File: src/rtl/pad_scan_ctrl_pkg.sv
// Shared CNN package for the padding address generator.
// Holds the default unpadded image size, the scan FSM state encoding,
// the row-tap phase encoding and the padded-limit helper.
package pad_scan_ctrl_pkg;

   localparam int unsigned IMG_W_DEF = 64;
   localparam int unsigned IMG_H_DEF = 64;

   typedef enum logic [1:0] {
      ST_IDLE = 2'd0,
      ST_SCAN = 2'd1,
      ST_DONE = 2'd2
   } state_t;

   typedef enum logic [1:0] {
      PH_0 = 2'd0,
      PH_1 = 2'd1,
      PH_2 = 2'd2
   } phase_t;

   // Padded-frame limit: base + 2*pad - sub, truncated to 8 bits.
   function automatic logic [7:0] pad_limit(input int unsigned base,
                                            input logic [3:0]  pad,
                                            input int unsigned sub);
      int unsigned sum;
      sum = base + (32'(pad) * 2) - sub;
      return sum[7:0];
   endfunction

endpackage

File: src/rtl/pad_scan_ctrl.sv
// Padding address generator: walks a padded frame as 3-row windows,
// emitting three row taps (phase 0/1/2) per column.
// Ports:
//   clk, rst        - clock, asynchronous active-high reset
//   start           - frame-scan request (sampled in IDLE only)
//   abort           - return to IDLE, clear counters, no done pulse
//   pad_x, pad_y    - padding, latched on accepted start
//   out_ready       - downstream accepts the current tap
//   count_i/count_j - padded column / top row of current window
//   phase           - row tap within the window
//   tap_valid, busy - high in SCAN
//   done            - one-cycle pulse after the last tap is accepted
module pad_scan_ctrl
   import pad_scan_ctrl_pkg::*;
#(
   parameter int unsigned IMG_W = IMG_W_DEF,
   parameter int unsigned IMG_H = IMG_H_DEF
) (
   input  logic       clk,
   input  logic       rst,
   input  logic       start,
   input  logic       abort,
   input  logic [3:0] pad_x,
   input  logic [3:0] pad_y,
   input  logic       out_ready,
   output logic [6:0] count_i,
   output logic [6:0] count_j,
   output logic [1:0] phase,
   output logic       tap_valid,
   output logic       busy,
   output logic       done
);

   state_t     state_q, state_d;
   logic [3:0] pad_x_q, pad_y_q;
   logic [6:0] ci_q, cj_q;
   phase_t     ph_q;
   logic [7:0] wp, hp;
   logic       start_ok, accept, col_end, row_end, last_tap;

   assign wp       = pad_limit(IMG_W, pad_x_q, 1);
   assign hp       = pad_limit(IMG_H, pad_y_q, 3);
   assign start_ok = (state_q == ST_IDLE) && start && !abort;
   assign accept   = (state_q == ST_SCAN) && out_ready;
   assign col_end  = ({1'b0, ci_q} == wp);
   assign row_end  = ({1'b0, cj_q} == hp);
   assign last_tap = (ph_q == PH_2) && col_end && row_end;

   always_ff @(posedge clk or posedge rst) begin
      if (rst) state_q <= ST_IDLE;
      else     state_q <= state_d;
   end

   always_comb begin
      state_d = state_q;
      if (abort) begin
         state_d = ST_IDLE;
      end else begin
         case (state_q)
            ST_IDLE: if (start) state_d = ST_SCAN;
            ST_SCAN: if (accept && last_tap) state_d = ST_DONE;
            ST_DONE: state_d = ST_IDLE;
            default: state_d = ST_IDLE;
         endcase
      end
   end

   always_ff @(posedge clk or posedge rst) begin
      if (rst) begin
         pad_x_q <= '0;
         pad_y_q <= '0;
      end else if (start_ok) begin
         pad_x_q <= pad_x;
         pad_y_q <= pad_y;
      end
   end

   // Counters clear whenever not scanning; since DONE is only entered on
   // the last accept (which holds them), DONE still shows the final tap
   // and IDLE reads zero.
   always_ff @(posedge clk or posedge rst) begin
      if (rst) begin
         ph_q <= PH_0;
      end else if (abort || state_q != ST_SCAN) begin
         ph_q <= PH_0;
      end else if (accept && !last_tap) begin
         case (ph_q)
            PH_0:    ph_q <= PH_1;
            PH_1:    ph_q <= PH_2;
            default: ph_q <= PH_0;
         endcase
      end
   end

   always_ff @(posedge clk or posedge rst) begin
      if (rst) begin
         ci_q <= '0;
      end else if (abort || state_q != ST_SCAN) begin
         ci_q <= '0;
      end else if (accept && ph_q == PH_2 && !last_tap) begin
         ci_q <= col_end ? '0 : ci_q + 7'd1;
      end
   end

   always_ff @(posedge clk or posedge rst) begin
      if (rst) begin
         cj_q <= '0;
      end else if (abort || state_q != ST_SCAN) begin
         cj_q <= '0;
      end else if (accept && ph_q == PH_2 && col_end && !row_end) begin
         cj_q <= cj_q + 7'd1;
      end
   end

   assign count_i   = ci_q;
   assign count_j   = cj_q;
   assign phase     = ph_q;
   assign tap_valid = (state_q == ST_SCAN);
   assign busy      = (state_q == ST_SCAN);
   assign done      = (state_q == ST_DONE);

endmodule

File: config.mk
export PLATFORM = sky130hd
export DESIGN_NAME = pad_scan_ctrl
export DESIGN_NICKNAME = d
export VERILOG_FILES = /design/src/rtl/pad_scan_ctrl_pkg.sv /design/src/rtl/pad_scan_ctrl.sv
export SDC_FILE = /design/constraint.sdc
export NUM_CORES = 1
export LEC_CHECK = 0
export ABC_AREA = 1
export CAP_MARGIN = 20
export CORE_MARGIN = 5
export CORE_UTILIZATION = 55
export CTS_CLUSTER_DIAMETER = 30
export DETAILED_ROUTE_END_ITERATION = 7
export PLACE_DENSITY = 0.83
export SLEW_MARGIN = 5
export SYNTH_ARGS = -nofsm -noshare
export SYNTH_HDL_FRONTEND = slang
export SYNTH_SLANG_ARGS = --single-unit
File: constraint.sdc
create_clock -name clk -period 4.4 [get_ports clk]
set_input_delay 1.1 -clock clk [delete_from_list [all_inputs] [get_ports clk]]
set_output_delay 1.1 -clock clk [all_outputs]
set_load 0.02 [all_outputs]
==> results of run 1 <==
[cell families (layout without fill, tap and decap cells)]
| family | Yosys count | after routing |
|---|---|---|
| flip-flops | 26 | 26 |
| XOR/XNOR | 10 | 10 |
| adder cells (fa/ha/maj) | 5 | 5 |
| buffers and inverters | 39 | 69 |
| AO/OA/AOI/OAI | 9 | 9 |
| AND/OR/NAND/NOR | 161 | 161 |
| multiplexers | 1 | 1 |
[flip-flops by register name, indices dropped and copies added (netlist names)]
name / cells
pad_y_q: 4
count_i: 7
count_j: 7
pad_x_q: 4
phase: 2
state_q: 2
[cells in the final DEF (no fill, tap or decap), drive strengths merged]
cell           instances
nand2                 67
nor2                  41
nand3                 32
inv                   32
clkdlybuf4s50         31
dfrtp                 26
nand4                 14
a21oi                  8
xor2                   6
ha                     5
xnor2                  4
clkbuf                 4
nor3                   3
nand3b                 2
or2                    1
o21ai                  1
and2                   1
clkinv                 1
mux2                   1
buf                    1
[per-layer routing]
layer / up-vias / routed length [um] / share of wire / global-route usage
li1: 865 / - / - / -
met2: 39 / 1800 / 0.45 / 0.311
met3: 4 / 206 / 0.052 / 0.0270
met4: 0 / 38 / 0.0096 / 0.0709
met1: 773 / 1920 / 0.48 / 0.275
met5: - / 0 / 0 / 0
[worst paths after layout]
check,start,end,slack (ps),cells past startpoint
min reg2reg,pad_y_q[3],pad_y_q[3],570,2
max in group asynchronous,rst,count_j[1],2850,3
max,state_q[1],tap_valid,1750,2
max reg2reg,pad_y_q[1],count_i[2],2380,14
min in group asynchronous,rst,pad_x_q[0],1080,2
min,pad_y_q[3],pad_y_q[3],570,2
[through the flow]
stage	setup WS (ps)	utilization
3_3_place_gp	1850	0.688
5_1_grt	1680	0.705
6_report	1750	0.705
4_1_cts	1740	0.700
3_5_place_dp	1780	0.688
2_1_floorplan	2470	-
[worst min-delay path: cells and delay by family, from the launching register on]
family	cells	cell delay (ps)
flops	1	400
compound gates	1	60
buf+inv	1	80
[area by class of cell]
class	instances	area, um2
Clock buffer	4	36.3
Fill cell	263	908
Inverter	33	124
Multi-Input combinational cell	186	978
Sequential cell	26	651
Tap cell	44	55.1
Timing Repair Buffer	32	325
[where the power goes]
group	switching, W	leakage (nW)	internal [W]
logic	0.0000720	0.720	0.0000477
clock network	0.0000732	0.0210	0.0000507
registers	0.0000148	0.338	0.000254
total	0.000160	1.08	0.000353
==> impl_metrics.toml, run 1 <==
[synthesis]
synth-simple-area-share = 0.433
ys.flop_type = "dfrtp_1"
synth_seq_cells = 26
seq_area_frac_synth = 0.365
syn-instance-count = 251
synth-async-reset-ratio = 1.00
synth_top_family_by_area = "simple AND/OR/NAND/NOR gates"
synth_compound_area_frac = 0.0253
yosysTopAreaCellShare = 0.365
synth_fa_ha_area_frac = 0.0351
synthTopCellsByCount = "61 x nand2_1, 35 x nor2_1, 32 x nand3_1"
synth_cell_types = 26
netlist_area_um2 = 1780
synth.largest_area_cell = "dfrtp_1"
muxShareOfSynthArea = 0.00632
synth-edff-count = 0
synth-xor-area-share = 0.0491
synth.yosys.warnings = 0
syn-num-nets = 269
syn_area_per_cell_um2 = 7.10
synth_most_common_cell = "nand2_1"
ys_top_cells_by_area = "dfrtp_1 36%, nand2_1 13%, nand3_1 9.0%, nor2_1 7.4%, nand4_1 4.9%"

[clock_tree]
cts_tree = "yes"
clock_insertion_delay_worst_skew_ps = 330
cts_resized = 0
cts.clk_slew.worst_paths_ps = 150
ctsLongestPathBuffers = 2
cts_root_buf = "clkbuf_4"
numClockSinks = 26
hold_buffers = 0
numCtsBuffers = 3
htreeDepth = 1
post_cts_buffers = 0

[critical_path]
cpPeakStageDelay_ps = 620
crit_type = "register to primary output"
required_ps = 3300
critical_path.max_fanout = 4
path_buf_inv = 1
worstPathArrival_ps = 1550
crit_slowest_cell = "clkdlybuf4s50_1"
start_kind = "register"
worstPathCellList = "nor2_4, clkdlybuf4s50_1"
cp_top_family = "buffers and inverters"
cp-end-kind = "primary output"

[timing]
rsz0062_at_grt = "false"
report.final.slew_viol_count = 0
hold_violations = 0
whs_ps = 567
fin_crit_ps = 2650
skew_ps = 6.30
relSlewSlack = 0.659
fin_crit_sh = 0.602
max_freq_ghz = 0.377
setup_viol = 0
worst_slew_pin_slew_ps = 511
setup_tns_ps = 0

[global_route]
grtUsageTotal = 0.197
antenna_found_initial = 0
grt_max_degree = 29
grt_overflow_total = 0
grt_pass1_vias = 1544
grt_first_pass_wirelength_um = 6830

[power_and_ir_drop]
total_power_w = 0.000513
p_leak_nw = 1.08
powerDensity_nw_per_um2 = 236
irDropWorstVdd_uv = 160

[placement]
gp_congestion = 0.855
post-dp-hpwl_um = 2980
place_area_um2 = 2120
place_inst = 320
numPortBuffers = 31

[final_layout]
final_nets = 300
final_area_um2 = 2170
diodes = 0
drive_above_1_share = 0.0996
area_growth_pct = 21.7
final_cells = 325

[die]
die_y_um = 66.9
row_count = 20
io_pins = 32
initial_core_util = 0.579
die_area_um2 = 4480
core-area_um2 = 3080
dieWidth_um = 66.9

[routing]
ant_nets = 0
viasPerCell = 5.17
wl_um = 3960
firstDrtPassIters = 4
wl_per_cell_um = 12.2
drt_drc_violations_left = 0
first_iter_violations = 99
dr_total_vias = 1681

[flow_run]
cap_viol_max_count = 0

[outcome]
status = "finished, final reports clean"

[hold_path]
hold_class = "register to register"
Power figures use the tool's default switching activity.
==> run 2: changes to the inputs <==
Settings changed: CORE_UTILIZATION 55 to 47, PLACE_DENSITY 0.83 to 0.75.
Clock period 4.4 ns to 2.3 ns, I/O delays scaled along.
==> run 2 against run 1 <==
Compared with the run above: core utilization decreased by 11 points; sequential power increased by 91%; combinational power increased by 90%; routed wire length increased by 2.2%; die area increased by 14%; cell area increased by 0.46%; clock-buffer cell count decreased by 1; sequential share of layout area decreased by 0.14 points; register-to-register slack got worse by 2100 ps; power increased by 96%; critical path type is now register to register; critical endpoint is now count_i[2]; largest cell class unchanged.
==> impl_metrics.toml, run 2 (same netlist as run 1, synthesis figures left out) <==
[routing]
viasPerCell = 5.08
drt_drc_violations_left = 0
firstDrtPassIters = 4
wl_um = 4050
ant_nets = 0
first_iter_violations = 103
wl_per_cell_um = 12.3
dr_total_vias = 1672

[clock_tree]
numCtsBuffers = 3
cts_root_buf = "clkbuf_8"
cts_tree = "yes"
cts_resized = 0
numClockSinks = 26
post_cts_buffers = 0
cts.clk_slew.worst_paths_ps = 90
clock_insertion_delay_worst_skew_ps = 280
hold_buffers = 0
htreeDepth = 1
ctsLongestPathBuffers = 2

[critical_path]
critical_path.max_fanout = 9
start_kind = "register"
cp_top_family = "simple AND/OR/NAND/NOR gates"
cpPeakStageDelay_ps = 410
path_buf_inv = 1
r2r-start = "pad_y_q[1]"
worstPathArrival_ps = 2260
crit_start = "pad_y_q[1]"
reg2reg_setup_slack_ps = 250
required_ps = 2520
cp-end-kind = "register"
r2r_cells = 14
crit_type = "register to register"
cp_num_cells = 14
crit_slowest_cell = "dfrtp_1"
worstPathCellList = "inv_2, ha_1, ha_1, nand2_1, nand2_1, nor2_1, nand2_1, nor2_1, nand2_4, nor2_4, nand2_4, nand2_4, nand3_1, nand2_1"
reg2reg_to = "count_i[2]"
critPathMostFrequentCell = "nand2_1"

[timing]
fin_crit_sh = 0.890
rsz0062_at_grt = "false"
worst_slew_pin_slew_ps = 437
relSlewSlack = 0.708
fin_crit_ps = 2050
skew_ps = 3.91
report.final.slew_viol_count = 0
max_freq_ghz = 0.488
setup_tns_ps = 0
hold_violations = 0
setup_viol = 0

[die]
die_area_um2 = 5130
row_count = 22
core-area_um2 = 3660
io_pins = 32
initial_core_util = 0.487
dieWidth_um = 71.6
die_y_um = 71.6

[power_and_ir_drop]
p_clk_frac = 0.262
internal_power_w = 0.000695
powerDensity_nw_per_um2 = 462
p_seq_frac = 0.512
power_frac_comb = 0.227
irDropWorstVdd_uv = 209
p_leak_nw = 1.08
p_sw_frac = 0.309
p_sw_w = 0.000311

[final_layout]
final_cell_mix = "61 x nand2_1, 35 x nor2_1, 32 x nand3_1"
multi_input_area_um2 = 978
final_common_cell = "nand2_1"
regArea_um2 = 651
area_growth_pct = 22.2
diodes = 0
final_area_um2 = 2180
final_nets = 301
fill_cells = 336
drive_above_1_share = 0.0996

[global_route]
grt_pass1_vias = 1554
grt_first_pass_wirelength_um = 7080
antenna_found_initial = 0
grt_overflow_total = 0
grtUsageTotal = 0.171
grt_max_degree = 29

[hold_path]
hold_end = "pad_y_q[0]"
min-delay-start = "pad_y_q[0]"
hold_path_depth = 1
hold_class = "register to register"

[outcome]
status = "finished, final reports clean"

[placement]
place_area_um2 = 2140
post-dp-hpwl_um = 3060
gp_congestion = 0.812
numPortBuffers = 31

[flow_run]
cap_viol_max_count = 0
==> run 2: per-stage QoR <==
step                      hold slack [ps]  setup WS [ps]  total power, W  utilization  cells
after detailed placement              522            259        0.000751        0.584    326
after CTS                             551            235         0.00102        0.595    329
after global routing                  571           12.3         0.00106        0.595    329
final                                 553            252         0.00101        0.595    329
after floorplan                       501            469        0.000684            -    251
after global placement                520            294        0.000745        0.584    326
==> run 2: layout make-up <==
class | instances | share of cell area
Clock buffer | 3 | 0.0189
Inverter | 33 | 0.0568
Multi-Input combinational cell | 186 | 0.449
Sequential cell | 26 | 0.299
Tap cell | 48 | 0.0276
Timing Repair Buffer | 33 | 0.149
==> run 2: worst max-delay path by stage <==
| stage | end | slack (ps) |
|---|---|---|
| after floorplan | count_i[2] | 470 |
| after global placement | count_i[5] | 290 |
| after detailed placement | count_j[1] | 260 |
| after CTS | busy | 230 |
| after global routing | count_i[5] | 10 |
| final | count_i[2] | 250 |
==> run 2: layer usage <==
metal  up-vias  track usage  wire length (um)
li1        862            -                 -
met1       769        0.244              2000
met2        36        0.259              1790
met3         5       0.0182               172
met4         0       0.0752                82
met5         -            0                 0
==> run 2: worst register-to-register path: stages (launching register included) <==
cell	delay, ps
dfrtp_1	410
inv_2	70
ha_1	200
ha_1	280
nand2_1	70
nand2_1	50
nor2_1	80
nand2_1	50
nor2_1	160
nand2_4	120
nor2_4	120
nand2_4	100
nand2_4	110
nand3_1	70
nand2_1	90
==> run 2: power by group through the flow <==
stage | Clock, W | Sequential [W] | Combinational [W]
6_report | 0.000263 | 0.000515 | 0.000228
5_1_grt | 0.000279 | 0.000518 | 0.000262
4_1_cts | 0.000272 | 0.000515 | 0.000230
3_5_place_dp | 0 | 0.000524 | 0.000228
3_3_place_gp | 0 | 0.000522 | 0.000223
2_1_floorplan | 0 | 0.000516 | 0.000168
==> run 3: changes to the inputs <==
Settings changed: CORE_MARGIN 5 to unset, SLEW_MARGIN 5 to 15.
==> run 3 against run 2 <==
Compared with the run above: combinational power is essentially flat; core utilization grew 0.44 points; flip-flop and latch count is the same; maximum frequency grew 0.75%; highest routed layer unchanged; critical path type is now register to primary output; cell area grew 0.75%; first-iteration DRC count shrank 41%; clock skew shrank 2.4 ps; sequential share of layout area shrank 0.22 points; worst setup slack gained 15 ps; register-to-register slack gained 70 ps; sequential power is essentially flat; hold slack gained 4.6 ps.
==> impl_metrics.toml, run 3 (same netlist as run 1, synthesis figures left out) <==
[final_layout]
area_growth_pct = 23.2
final_cell_mix = "61 x nand2_1, 34 x nor2_1, 32 x nand3_1"
final_nets = 301
fill_cells = 345
final_common_cell = "nand2_1"
drive_above_1_share = 0.106
diodes = 0
final_core_util = 0.600

[power_and_ir_drop]
p_leak_nw = 1.09
powerDensity_nw_per_um2 = 470
irDropWorstVdd_uv = 491

[global_route]
grt_pass1_vias = 1547
grt_first_pass_wirelength_um = 6870
grtUsageTotal = 0.211
antenna_found_initial = 0
grt_max_degree = 29
grt_overflow_total = 0

[clock_tree]
numClockSinks = 26
numCtsBuffers = 3
htreeDepth = 1
cts_root_buf = "clkbuf_8"
clock_insertion_delay_worst_skew_ps = 260
cts.clk_slew.worst_paths_ps = 90
cts_tree = "yes"
ctsLongestPathBuffers = 2

[flow_run]
cap_viol_max_count = 0

[routing]
dr_total_vias = 1647
wl_per_cell_um = 11.4
firstDrtPassIters = 7
wl_um = 3770
first_iter_violations = 61
viasPerCell = 4.99
drt_drc_violations_left = 0
ant_nets = 0

[timing]
rsz0062_at_grt = "false"
report.final.slew_viol_count = 0
setup_tns_ps = 0
fin_crit_ps = 2030
max_freq_ghz = 0.492
fin_crit_sh = 0.884
worst_slew_pin_slew_ps = 450
relSlewSlack = 0.700
hold_violations = 0
setup_viol = 0
skew_ps = 1.49

[die]
initial_core_util = 0.487
die_y_um = 63.6
dieWidth_um = 63.6
io_pins = 32
core-area_um2 = 3660
die_area_um2 = 4040
row_count = 22

[placement]
gp_congestion = 0.835
numPortBuffers = 31
post-dp-hpwl_um = 2840

[critical_path]
start_kind = "register"
critical_path.max_fanout = 8
crit_slowest_cell = "clkdlybuf4s50_1"
path_buf_inv = 1
cp_top_family = "buffers and inverters"
cp-end-kind = "primary output"
cpPeakStageDelay_ps = 670
crit_type = "register to primary output"
worstPathArrival_ps = 1460
worstPathCellList = "clkdlybuf4s50_1"
required_ps = 1730

[outcome]
status = "finished, final reports clean"

[hold_path]
hold_class = "register to register"
-- run 3: path summary, 6_finish.rpt --
| check | from | to | slack, ps | depth (start not counted) |
|---|---|---|---|---|
| worst max-delay path | count_j[3] | count_j[3] | 270 | 1 |
| worst min-delay path | pad_y_q[0] | pad_y_q[0] | 560 | 1 |
| worst max register to register | pad_y_q[1] | count_i[6] | 320 | 14 |
| worst min register to register | pad_y_q[0] | pad_y_q[0] | 560 | 1 |
| max in group asynchronous | rst | count_i[2] | 1380 | 3 |
| min in group asynchronous | rst | count_j[0] | 660 | 3 |
-- run 3: routing by layer --
layer,up-vias,part of all wire,GRT usage
met5,-,0,0
met3,2,0.036,0.0380
met4,0,0.0053,0.0341
li1,867,-,-
met2,30,0.44,0.335
met1,748,0.52,0.301
-- run 3: final cells by class --
type                       count  area [um2]  share of cell area
multi-input combinational    186         981               0.447
sequential                    26         651               0.296
timing repair buffer          33         325               0.148
inverter                      33         124              0.0564
tap                           48        60.1              0.0274
clock buffer                   4        55.1              0.0251
-- run 3: repair_timing --
item | in CTS | in global routing
hold buffers | 0 | 0
setup endpoints to repair | 0 | 5
gates resized for setup | 0 | 1
endpoints found under the hold margin | 0 | 0
buffers inserted | 0 | 0
-- run 3: power by group --
group / internal, W / switching, W / total [W] / leakage (nW)
Combinational: 0.0000913 / 0.000138 / 0.000229 / 0.722
Clock: 0.000153 / 0.000136 / 0.000289 / 0.0288
Sequential: 0.000486 / 0.0000274 / 0.000514 / 0.338
Total: 0.000730 / 0.000302 / 0.00103 / 1.09
-- run 3: metrics by stage --
stage          power (W)  worst slack (ps)  hold slack, ps  area [um2]  instances
2_1_floorplan   0.000684               469             501        1780        251
3_3_place_gp    0.000745               267             528        2140        326
3_5_place_dp    0.000752               236             525        2140        326
4_1_cts          0.00104               257             554        2190        330
5_1_grt          0.00110              36.9             578        2200        330
6_report         0.00103               267             557        2200        330
